===== src/rtl/apu_wr_queue.sv =====
// APU write-back queue: buffers (dest reg, data) results and drains them over the req/ack write port.
// Optional macro APU_WB_FWD_EN adds the q_data forwarding output (youngest matching entry).
module apu_wr_queue #(
    parameter int DATA_WIDTH    = 32,
    parameter int REG_SEL_WIDTH = 5,
    parameter int DEPTH         = 4
) (
    input  logic                     clk,
    input  logic                     rst,
    input  logic                     push_valid,
    output logic                     push_ready,
    input  logic [REG_SEL_WIDTH-1:0] push_sel,
    input  logic [DATA_WIDTH-1:0]    push_data,
    output logic                     apu_wr_req,
    output logic [REG_SEL_WIDTH-1:0] apu_wr_sel,
    output logic [DATA_WIDTH-1:0]    apu_wr_data,
    input  logic                     apu_ack,
    input  logic [REG_SEL_WIDTH-1:0] q_sel,
    output logic                     q_pending,
`ifdef APU_WB_FWD_EN
    output logic [DATA_WIDTH-1:0]    q_data,
`endif
    output logic                     empty
);

    localparam int PTR_W = $clog2(DEPTH);
    localparam logic [PTR_W:0] PTR_ONE = {{PTR_W{1'b0}}, 1'b1};

    typedef enum logic [1:0] {
        IDLE = 2'd0,
        REQ  = 2'd1,
        GAP  = 2'd2
    } state_t;

    state_t                   state_q, state_d;
    logic [PTR_W:0]           wr_ptr_q, wr_ptr_d;
    logic [PTR_W:0]           rd_ptr_q, rd_ptr_d;
    logic [DEPTH-1:0]         valid_q, valid_d;
    logic [REG_SEL_WIDTH-1:0] sel_q  [DEPTH];
    logic [REG_SEL_WIDTH-1:0] sel_d  [DEPTH];
    logic [DATA_WIDTH-1:0]    data_q [DEPTH];
    logic [DATA_WIDTH-1:0]    data_d [DEPTH];
    logic [REG_SEL_WIDTH-1:0] wr_sel_q, wr_sel_d;
    logic [DATA_WIDTH-1:0]    wr_data_q, wr_data_d;

    logic [PTR_W-1:0] wr_idx;
    logic [PTR_W-1:0] rd_idx;
    logic             fifo_empty;
    logic             full;
    logic             push_fire;
    logic             alloc;
    logic             pop;

    assign wr_idx     = wr_ptr_q[PTR_W-1:0];
    assign rd_idx     = rd_ptr_q[PTR_W-1:0];
    assign fifo_empty = (wr_ptr_q == rd_ptr_q);
    assign full       = (wr_ptr_q[PTR_W] != rd_ptr_q[PTR_W]) && (wr_idx == rd_idx);
    assign push_ready = !full;
    assign push_fire  = push_valid && push_ready;
    // x0 is hardwired, so a push to it is handshaken but never stored.
    assign alloc      = push_fire && (push_sel != '0);
    assign pop        = (state_q == REQ) && apu_ack;

    always_comb begin
        wr_ptr_d = wr_ptr_q;
        rd_ptr_d = rd_ptr_q;
        valid_d  = valid_q;
        sel_d    = sel_q;
        data_d   = data_q;
        if (alloc) begin
            sel_d[wr_idx]   = push_sel;
            data_d[wr_idx]  = push_data;
            valid_d[wr_idx] = 1'b1;
            wr_ptr_d        = wr_ptr_q + PTR_ONE;
        end
        if (pop) begin
            valid_d[rd_idx] = 1'b0;
            rd_ptr_d        = rd_ptr_q + PTR_ONE;
        end
    end

    // GAP swallows the duplicate ack the register file returns for its second sample of req.
    always_comb begin
        state_d   = state_q;
        wr_sel_d  = wr_sel_q;
        wr_data_d = wr_data_q;
        case (state_q)
            IDLE: begin
                if (!fifo_empty) begin
                    state_d   = REQ;
                    wr_sel_d  = sel_q[rd_idx];
                    wr_data_d = data_q[rd_idx];
                end
            end
            REQ: begin
                if (apu_ack) begin
                    state_d = GAP;
                end
            end
            GAP: begin
                if (!fifo_empty) begin
                    state_d   = REQ;
                    wr_sel_d  = sel_q[rd_idx];
                    wr_data_d = data_q[rd_idx];
                end else begin
                    state_d   = IDLE;
                    wr_sel_d  = '0;
                    wr_data_d = '0;
                end
            end
            default: begin
                state_d   = IDLE;
                wr_sel_d  = '0;
                wr_data_d = '0;
            end
        endcase
    end

    always_ff @(posedge clk) begin
        if (!rst) begin
            state_q   <= IDLE;
            wr_ptr_q  <= '0;
            rd_ptr_q  <= '0;
            valid_q   <= '0;
            wr_sel_q  <= '0;
            wr_data_q <= '0;
            for (int i = 0; i < DEPTH; i++) begin
                sel_q[i]  <= '0;
                data_q[i] <= '0;
            end
        end else begin
            state_q   <= state_d;
            wr_ptr_q  <= wr_ptr_d;
            rd_ptr_q  <= rd_ptr_d;
            valid_q   <= valid_d;
            wr_sel_q  <= wr_sel_d;
            wr_data_q <= wr_data_d;
            sel_q     <= sel_d;
            data_q    <= data_d;
        end
    end

    always_comb begin
        q_pending = 1'b0;
        for (int i = 0; i < DEPTH; i++) begin
            if (valid_q[i] && (sel_q[i] == q_sel) && (q_sel != '0)) begin
                q_pending = 1'b1;
            end
        end
    end

`ifdef APU_WB_FWD_EN
    // Valid entries are contiguous and end at wr_ptr-1, so the first hit walking back is the youngest.
    always_comb begin
        logic [PTR_W-1:0] idx;
        logic             hit;
        q_data = '0;
        hit    = 1'b0;
        idx    = '0;
        for (int k = 0; k < DEPTH; k++) begin
            idx = wr_idx - PTR_W'(k + 1);
            if (!hit && valid_q[idx] && (sel_q[idx] == q_sel) && (q_sel != '0)) begin
                hit    = 1'b1;
                q_data = data_q[idx];
            end
        end
    end
`endif

    assign apu_wr_req  = (state_q == REQ);
    assign apu_wr_sel  = wr_sel_q;
    assign apu_wr_data = wr_data_q;
    assign empty       = fifo_empty && (state_q == IDLE);

endmodule


===== config.mk =====
export PLATFORM = sky130hd
export DESIGN_NAME = apu_wr_queue
export DESIGN_NICKNAME = d
export VERILOG_FILES = /design/src/rtl/apu_wr_queue.sv
export SDC_FILE = /design/constraint.sdc
export NUM_CORES = 1
export LEC_CHECK = 0
export ABC_AREA = 1
export BUFFER_PORTS_ARGS = -buffer_cell sky130_fd_sc_hd__clkbuf_2
export CAP_MARGIN = 20
export CORE_MARGIN = 4
export CORE_UTILIZATION = 40
export CTS_BUF_LIST = sky130_fd_sc_hd__clkbuf_16
export DETAILED_ROUTE_END_ITERATION = 10
export MAX_ROUTING_LAYER = met4
export PLACE_DENSITY = 0.53
export SYNTH_ARGS = -nofsm -noshare
export SYNTH_HDL_FRONTEND = slang
export SYNTH_SLANG_ARGS = --single-unit

===== constraint.sdc =====
create_clock -name clk -period 2.3 [get_ports clk]
set_input_delay 0.345 -clock clk [delete_from_list [all_inputs] [get_ports clk]]
set_output_delay 0.345 -clock clk [all_outputs]
set_load 0.01 [all_outputs]

# Word-level counts from Yosys, hierarchy flattened
# Index checks and enable logic that the tools add are counted.
# word_totals
wordCells	94
input_bits	46
output_inout_bits	41
ff_bits	197
# op_classes
n_reduce_logical	22
order_cmp	7
n_mux	32
bitwise	6
eq_ne	11
addsub	2
# ops
cell	n
32-bit two-way mux	5
128-bit bitwise mux	1
32-bit case mux with 3 select lines	1
32-bit binary-select mux with 2-bit select	1
32-bit demux with 2-bit select	1
5-bit two-way mux	5
20-bit bitwise mux	1
5-bit == test	4
1-bit logical AND	16
5-bit case mux with 3 select lines	1
5-bit binary-select mux with 2-bit select	1
5-bit demux with 2-bit select	1
5-bit nonzero test	2
4-bit two-way mux	2
1-bit two-way mux	7
3-bit by 1-bit adder with 3-bit output, second input constant	2
3-bit greater-or-equal comparator, second input constant	2
2-bit by 3-bit less-than comparator with 1-bit output, second input constant	2
2-bit inverter with 3-bit output	2
2-bit case mux with 3 select lines	1
4-bit bitwise AND	1
1-bit demux with 2-bit select	2
2-bit by 1-bit greater-or-equal comparator with 1-bit output, second input constant	2
2-bit two-way mux	2
14 further kinds	15

# Logic depth before layout (Yosys ltp)
# Gate-level depths: netlist of run 1.
# logic_depth
ltp_word	8
ltp_mapped	11
mapped_depth_nobuf	8

# Least setup slack after synthesis of run 1
# No wires, ideal clock.
# synth_timing
path_kind	register -> output
from	register rd_ptr_q[0]
to	output empty
path_stages_with_launch	7
required_ps	1955
path_buffers	3
t_arrival_ps	1324
slack_ps	631
path_cell_list	dfxtp_1 buf_4 xnor2_2 nand3_1 buf_2 buf_2 nor3_1
# synth_via
elab_chain_len	2
# synth_rtl
item	line	source
from (decl)	37	logic [PTR_W:0] rd_ptr_q, rd_ptr_d;
from (signal assigned)	134	rd_ptr_q <= rd_ptr_d;
3-bit == test	56	assign fifo_empty = (wr_ptr_q == rd_ptr_q);
1-bit logical AND	173	assign empty = fifo_empty && (state_q == IDLE);
to (decl)	23	output logic empty
# No other way between the ends.

# Worst setup path in the final report of run 1
# layout_timing
from	register rd_ptr_q[1]
to	output empty
# The elaborated chain is that of the path after synthesis.

==> results of run 1 <==
cells by family (layout without fill, tap and decap cells):
| logic type | after synthesis | count (layout) | synth area share (%) |
|---|---|---|---|
| buf+inv | 485 | 515 | 18.1 |
| flops | 197 | 197 | 36.7 |
| simple gates | 949 | 949 | 37.6 |
| fa+ha+maj | 8 | 8 | 0.931 |
| compound gates | 136 | 136 | 6.38 |
| xor+xnor | 2 | 2 | 0.233 |
worst min-delay path: cells and delay by family:
family,cells,cell delay (ps)
AND/OR/NAND/NOR,1,60
AO/OA/AOI/OAI,1,60
buffers and inverters,2,160
layout make-up:
type / instances / area, µm² / area share, %
flip-flops and latches: 197 / 3950 / 32.8
clock buffers: 17 / 425 / 3.54
well taps: 335 / 419 / 3.49
clock inverters: 15 / 145 / 1.21
repair buffers: 127 / 841 / 6.99
inverters: 356 / 1340 / 11.1
multi-input cells: 1095 / 4910 / 40.8
power groups by stage:
stage               clock network (W)  registers (W)  logic, W
floorplan                           0        0.00385   0.00127
global placement                    0        0.00384   0.00190
detailed placement                  0        0.00384   0.00191
CTS                           0.00309        0.00376   0.00192
global route                  0.00323        0.00379   0.00218
finish                        0.00301        0.00376   0.00191
metal layers:
layer	track usage [%]	vias to the layer above	part of all wire (%)
li1	-	5451	-
met4	4.65	0	1.0
met2	35.9	198	47
met5	-	-	0
met1	30.9	4640	48
met3	2.90	19	3.9
worst paths after layout:
kind / startpoint / endpoint / slack [ps] / cells after the start
max: rd_ptr_q[1] / empty / 220 / 5
min: apu_ack / state_q[0] / 250 / 4
max reg2reg: rd_ptr_q[1] / apu_wr_data[7] / 490 / 8
min reg2reg: valid_q[1] / valid_q[1] / 450 / 2
synthesized netlist by cell type:
| master | number |
|---|---|
| o211ai_1 | 2 |
| clkbuf_1 | 55 |
| nand4_1 | 148 |
| o21ai_0 | 86 |
| buf_1 | 21 |
| buf_6 | 8 |
| buf_4 | 5 |
| xnor2_2 | 1 |
| nor3_1 | 2 |
| dfxtp_1 | 197 |
| inv_2 | 21 |
| nor2_1 | 174 |
| a21oi_1 | 48 |
| nand3_1 | 87 |
| xor2_1 | 1 |
| nand2_1 | 538 |
| buf_2 | 40 |
| inv_1 | 335 |
| ha_1 | 8 |
sequential cells by signal (all words and copies together), names as in the netlist:
name         flops
wr_ptr_q         3
rd_ptr_q         3
state_q          2
apu_wr_data     32
sel_q           20
valid_q          4
apu_wr_sel       5
data_q         128
placed cells by master, fill, tap and decap left out, types with 2 or more instances in the layout:
cell         n
inv_6        3
o21ai_0     86
nand2_1    538
ha_1         4
nor2_1     174
ha_2         4
clkbuf_16   17
dfxtp_1    195
a21oi_1     48
buf_4       34
inv_2       20
nand4_1    148
inv_1      335
inv_8        3
clkinv_1     2
nand3_1     81
buf_12       8
o211ai_1     2
nand3_2      5
clkinv_4     4
clkbuf_2    85
what timing repair did:
action | in CTS | in global routing
endpoints found under the setup margin | 0 | 2
buffers inserted | 0 | 3
hold buffers | 0 | 0
gates resized for setup | 0 | 1
through the flow:
step | hold slack [ps] | instances
4_1_cts | 235 | 2139
5_1_grt | 275 | 2142
3_3_place_gp | 441 | 2107
6_report | 245 | 2142
2_1_floorplan | 422 | 1777
3_5_place_dp | 442 | 2107
==> metrics, run 1 <==
DR pass1 iterations 5; top post-synthesis cells by area dfxtp_1 37%, nand2_1 19%, inv_1 12%, nand4_1 8.6%, nor2_1 6.1%; wire per inst 14.8 µm; WP data arrival 1730 ps; Post-Synthesis Cells 1777; setup tns final 0 ps; Sw Ratio 33.6%; Tmin final 2080 ps; Static Leak 6.00 nW; setup ws final 222 ps; CTS Buf Count 17; Rel. slew slack 53.6%; Final Core Density 45.8%; Die Height 172 µm; Total Wirelength 31700 µm; critical path type reg2out; Initial Util 40.9%; layout cells sized above 1 10.6%; cell taking the most area after synthesis dfxtp_1; IO buf count 86; buffer depth of the longest clock path 2; CP top delay family simple AND/OR/NAND/NOR gates; Clock Power Share 34.7%; final hold vios 0; Worst path slowest cell dfxtp_2; first-pass GRT wire length 51600 µm; dpl ws 434 ps; clock-pin slew of the registers on the worst-case setup and hold paths 70 ps; Buf+Inv Stages, Crit Path 1; IO Count 87; Rows 59; register area share after synthesis 36.7%; sequential fraction of design power 43.3%; clock latency on the worst-skew pair 440 ps; Worst path max stage delay 470 ps; vias in the first global route 9521; Routed Antenna Nets 0; required time of the worst setup path 1960 ps; CP Launch Type flop; status completed; Hold Path Class in2reg; Max VDD drop 0.425 mV; Die W 172 µm; number of max-cap violations 0; NumNets Final 1848; Least-Margin Pin Slew 696 ps; synthesized cell area 0.0107 mm²; Setup violations, final 0; crit path capture type output port; largest net degree at the start of global routing 152; routability cong. 0.846; initial antenna violation count 0; Int Power 0.00576 W; Post-Layout Inst Area 0.0120 mm²; # DRC 0; via count 10300; Die Area 0.0296 mm²; Yosys top cell area share 36.7%; Area growth syn-to-layout 11.9%; Root Buffer clkbuf_16; Total GRT Usage 22.5%; Synthesized Nets 1831; CTS tree done; Area after DPL 0.0114 mm²; yosys warns 0; Post-Syn Area per Cell 6.05 µm²; cell repeated most along the worst path nand2_1; CP max FO 11; Final period util 90.4%; Via density 4.81; H-tree depth 4; final-layout fill cell count 2847; pwr dens 722 mW/mm²; Comb pwr share 21.9%; Sink Count 197; library cells used by synthesis 19; Core Footprint 0.0263 mm²; RSZ-0062 raised after global routing false; Pins Over Slew Limit 0; fmax 0.481 GHz; DR iter-0 viols 712; sw power 0.00292 W; total grt overflow 0; Synth Register Bits 197; Critical Path, Cell by Cell nand2_1 > nand2_1 > nand3_2 > nor3_2 > clkbuf_2; Clock Skew 15.6 ps; Tot Pwr 0.00868 W; diode count 0; hpwl dp 18900 µm
(Power assumes the default switching activity.)
==> run 2, diff against run 1 <==
==> constraint.sdc (replaced) <==
create_clock -name clk -period 2.3 [get_ports clk]
set_input_delay 0.345 -clock clk [delete_from_list [all_inputs] [get_ports clk]]
set_output_delay 0.345 -clock clk [all_outputs]
set_load 0.05 [all_outputs]
==> run 2 against run 1 <==
  * Hold slack worse by 1.5 ps
  * Clock-buffer cell count unchanged
  * Register-to-register slack about the same
  * Combinational power increased by 10%
  * Critical endpoint is now push_ready
  * Sequential share of layout area is essentially flat
  * Non-clock buffer count fell by 6
  * Critical path depth grew 1
  * Critical path type unchanged
==> metrics, run 2 (same netlist as run 1, synthesis figures left out) <==
Die Height 172 µm (unchanged); Area after DPL 0.0114 mm² (about the same); leading cell type in the layout, fill and taps excluded nand2_1; CP Launch Type flop; Total GRT Usage 22.5% (-0.055 points); Root Buffer clkbuf_16; WP data arrival 1820 ps (+90 ps); hpwl dp 18400 µm (-2.8%); status completed; Worst path max stage delay 400 ps (-70 ps); final hold vios 0 (unchanged); CTS Buf Count 17 (unchanged); Initial Util 40.9% (unchanged); routability cong. 0.817 (-3.4%); Area growth syn-to-layout 11.9% (about the same); CTS tree done; Hold Path Class in2reg; Sink Count 197 (unchanged); CP max FO 38 (+27); # DRC 0 (unchanged); Total Wirelength 31300 µm (-0.97%); total grt overflow 0 (unchanged); IO buf count 86 (unchanged); Pins Over Slew Limit 0 (unchanged); diode count 0 (unchanged); Routed Antenna Nets 0 (unchanged); IO Count 87 (unchanged); Die Area 0.0296 mm² (unchanged); CP top delay family buffers and inverters; RSZ-0062 raised after global routing false; layout cells sized above 1 10.3% (-0.35 points); Worst path slowest cell dfxtp_1; Resized cells post-CTS 0 (unchanged); Die W 172 µm (unchanged); critical path type reg2out; buffer depth of the longest clock path 2 (unchanged); fmax 0.463 GHz (-3.8%); Post-Layout Inst Area 0.0120 mm² (about the same); most flop-heavy register data_q; pwr dens 751 mW/mm² (+4.1%); Rows 59 (unchanged); cell repeated most along the worst path nand2_1; commonest cells after routing, fill and taps aside 538 x nand2_1, 337 x inv_1, 195 x dfxtp_1, 174 x nor2_1, 148 x nand4_1; Final period util 93.9% (+3.6 points); Static Leak 6.00 nW (about the same); total setup buffers inserted after CTS 0 (unchanged); required time of the worst setup path 1960 ps (about the same); number of max-cap violations 0 (unchanged); Rel. slew slack 56.7% (+3.1 points); vias in the first global route 9770 (+2.6%); Critical Path, Cell by Cell inv_1 > nand2_1 > nand2_1 > nand3_4 > buf_12 > clkbuf_4; setup tns final 0 ps (unchanged); Setup violations, final 0 (unchanged); wire per inst 14.7 µm (-0.69%); clock-pin slew of the registers on the worst-case setup and hold paths 70 ps (about the same); Core Footprint 0.0263 mm² (unchanged); max reg flops 128 (unchanged); DR iter-0 viols 725 (+1.8%); crit path capture type output port; largest net degree at the start of global routing 152 (unchanged); NumNets Final 1842 (-0.32%); Buf+Inv Stages, Crit Path 3 (+2); DR pass1 iterations 5 (unchanged); first-pass GRT wire length 51900 µm (+0.51%); Clock Skew 14.2 ps (-1.40 ps); Tmin final 2160 ps (+82.1 ps); clock latency on the worst-skew pair 440 ps (about the same); Max VDD drop 0.556 mV (+31%); Post-CTS Hold Fix Bufs 0 (unchanged); H-tree depth 4 (unchanged); Via density 4.80 (-0.22%); Least-Margin Pin Slew 650 ps (-46.2 ps); initial antenna violation count 0 (unchanged); via count 10300 (-0.49%)
==> run 2: cell count changes in the layout (fill, tap and decap cells not counted) <==
cell | previous run | this run
clkbuf_2 | 85 | 83
buf_12 | 8 | 9
clkinv_1 | 2 | 1
clkbuf_4 | 0 | 1
inv_1 | 335 | 337
inv_8 | 3 | 1
bufinv_16 | 1 | 3
buf_4 | 34 | 28
clkinvlp_4 | 1 | 2
clkinv_4 | 4 | 0
inv_6 | 3 | 5
==> run 2: power breakdown <==
| part | total, W | internal (W) | switching, W |
|---|---|---|---|
| Combinational | 0.00211 | 0.000591 | 0.00152 |
| Clock | 0.00317 | 0.00173 | 0.00144 |
| Sequential | 0.00376 | 0.00366 | 0.000105 |
| Total | 0.00904 | 0.00597 | 0.00306 |
==> run 2: final cells by class <==
type | instances | area, µm²
clock buffer | 17 | 425
clock inverter | 15 | 176
tap | 335 | 419
fill | 2816 | 14300
multi-input combinational | 1095 | 4910
inverter | 356 | 1340
timing repair buffer | 121 | 813
sequential | 197 | 3950
==> run 2: metrics by stage <==
stage / hold slack (ps) / worst slack [ps] / std cells / utilization [%] / power [W]
after floorplan: 422 / 277 / 1777 / - / 0.00532
after global routing: 258 / 19.5 / 2136 / 45.8 / 0.00955
final: 244 / 139 / 2136 / 45.8 / 0.00904
after global placement: 440 / 422 / 2104 / 43.5 / 0.00595
after detailed placement: 443 / 407 / 2104 / 43.5 / 0.00596
after CTS: 239 / 74.8 / 2136 / 45.8 / 0.00914
==> run 2: tightest hold or removal path, cell delays in order <==
cell      delay [ps]
clkbuf_2         110
inv_1             60
nand2_1           60
a21oi_1           50
==> run 2: routing by layer <==
layer	GRT usage, %	up-vias	share of wire (%)
met4	5.74	0	1.3
met2	36.7	205	47
li1	-	5427	-
met3	2.81	28	3.2
met1	29.7	4597	48
met5	-	-	0
==> run 2: path summary, 6_finish.rpt <==
check	cells after the start	endpoint	slack (ps)	startpoint
worst max-delay path	6	push_ready	140	wr_ptr_q[1]
worst min-delay path	4	state_q[0]	240	apu_ack
worst max register to register	8	data_q[108]	480	wr_ptr_q[0]
worst min register to register	2	valid_q[0]	450	valid_q[0]
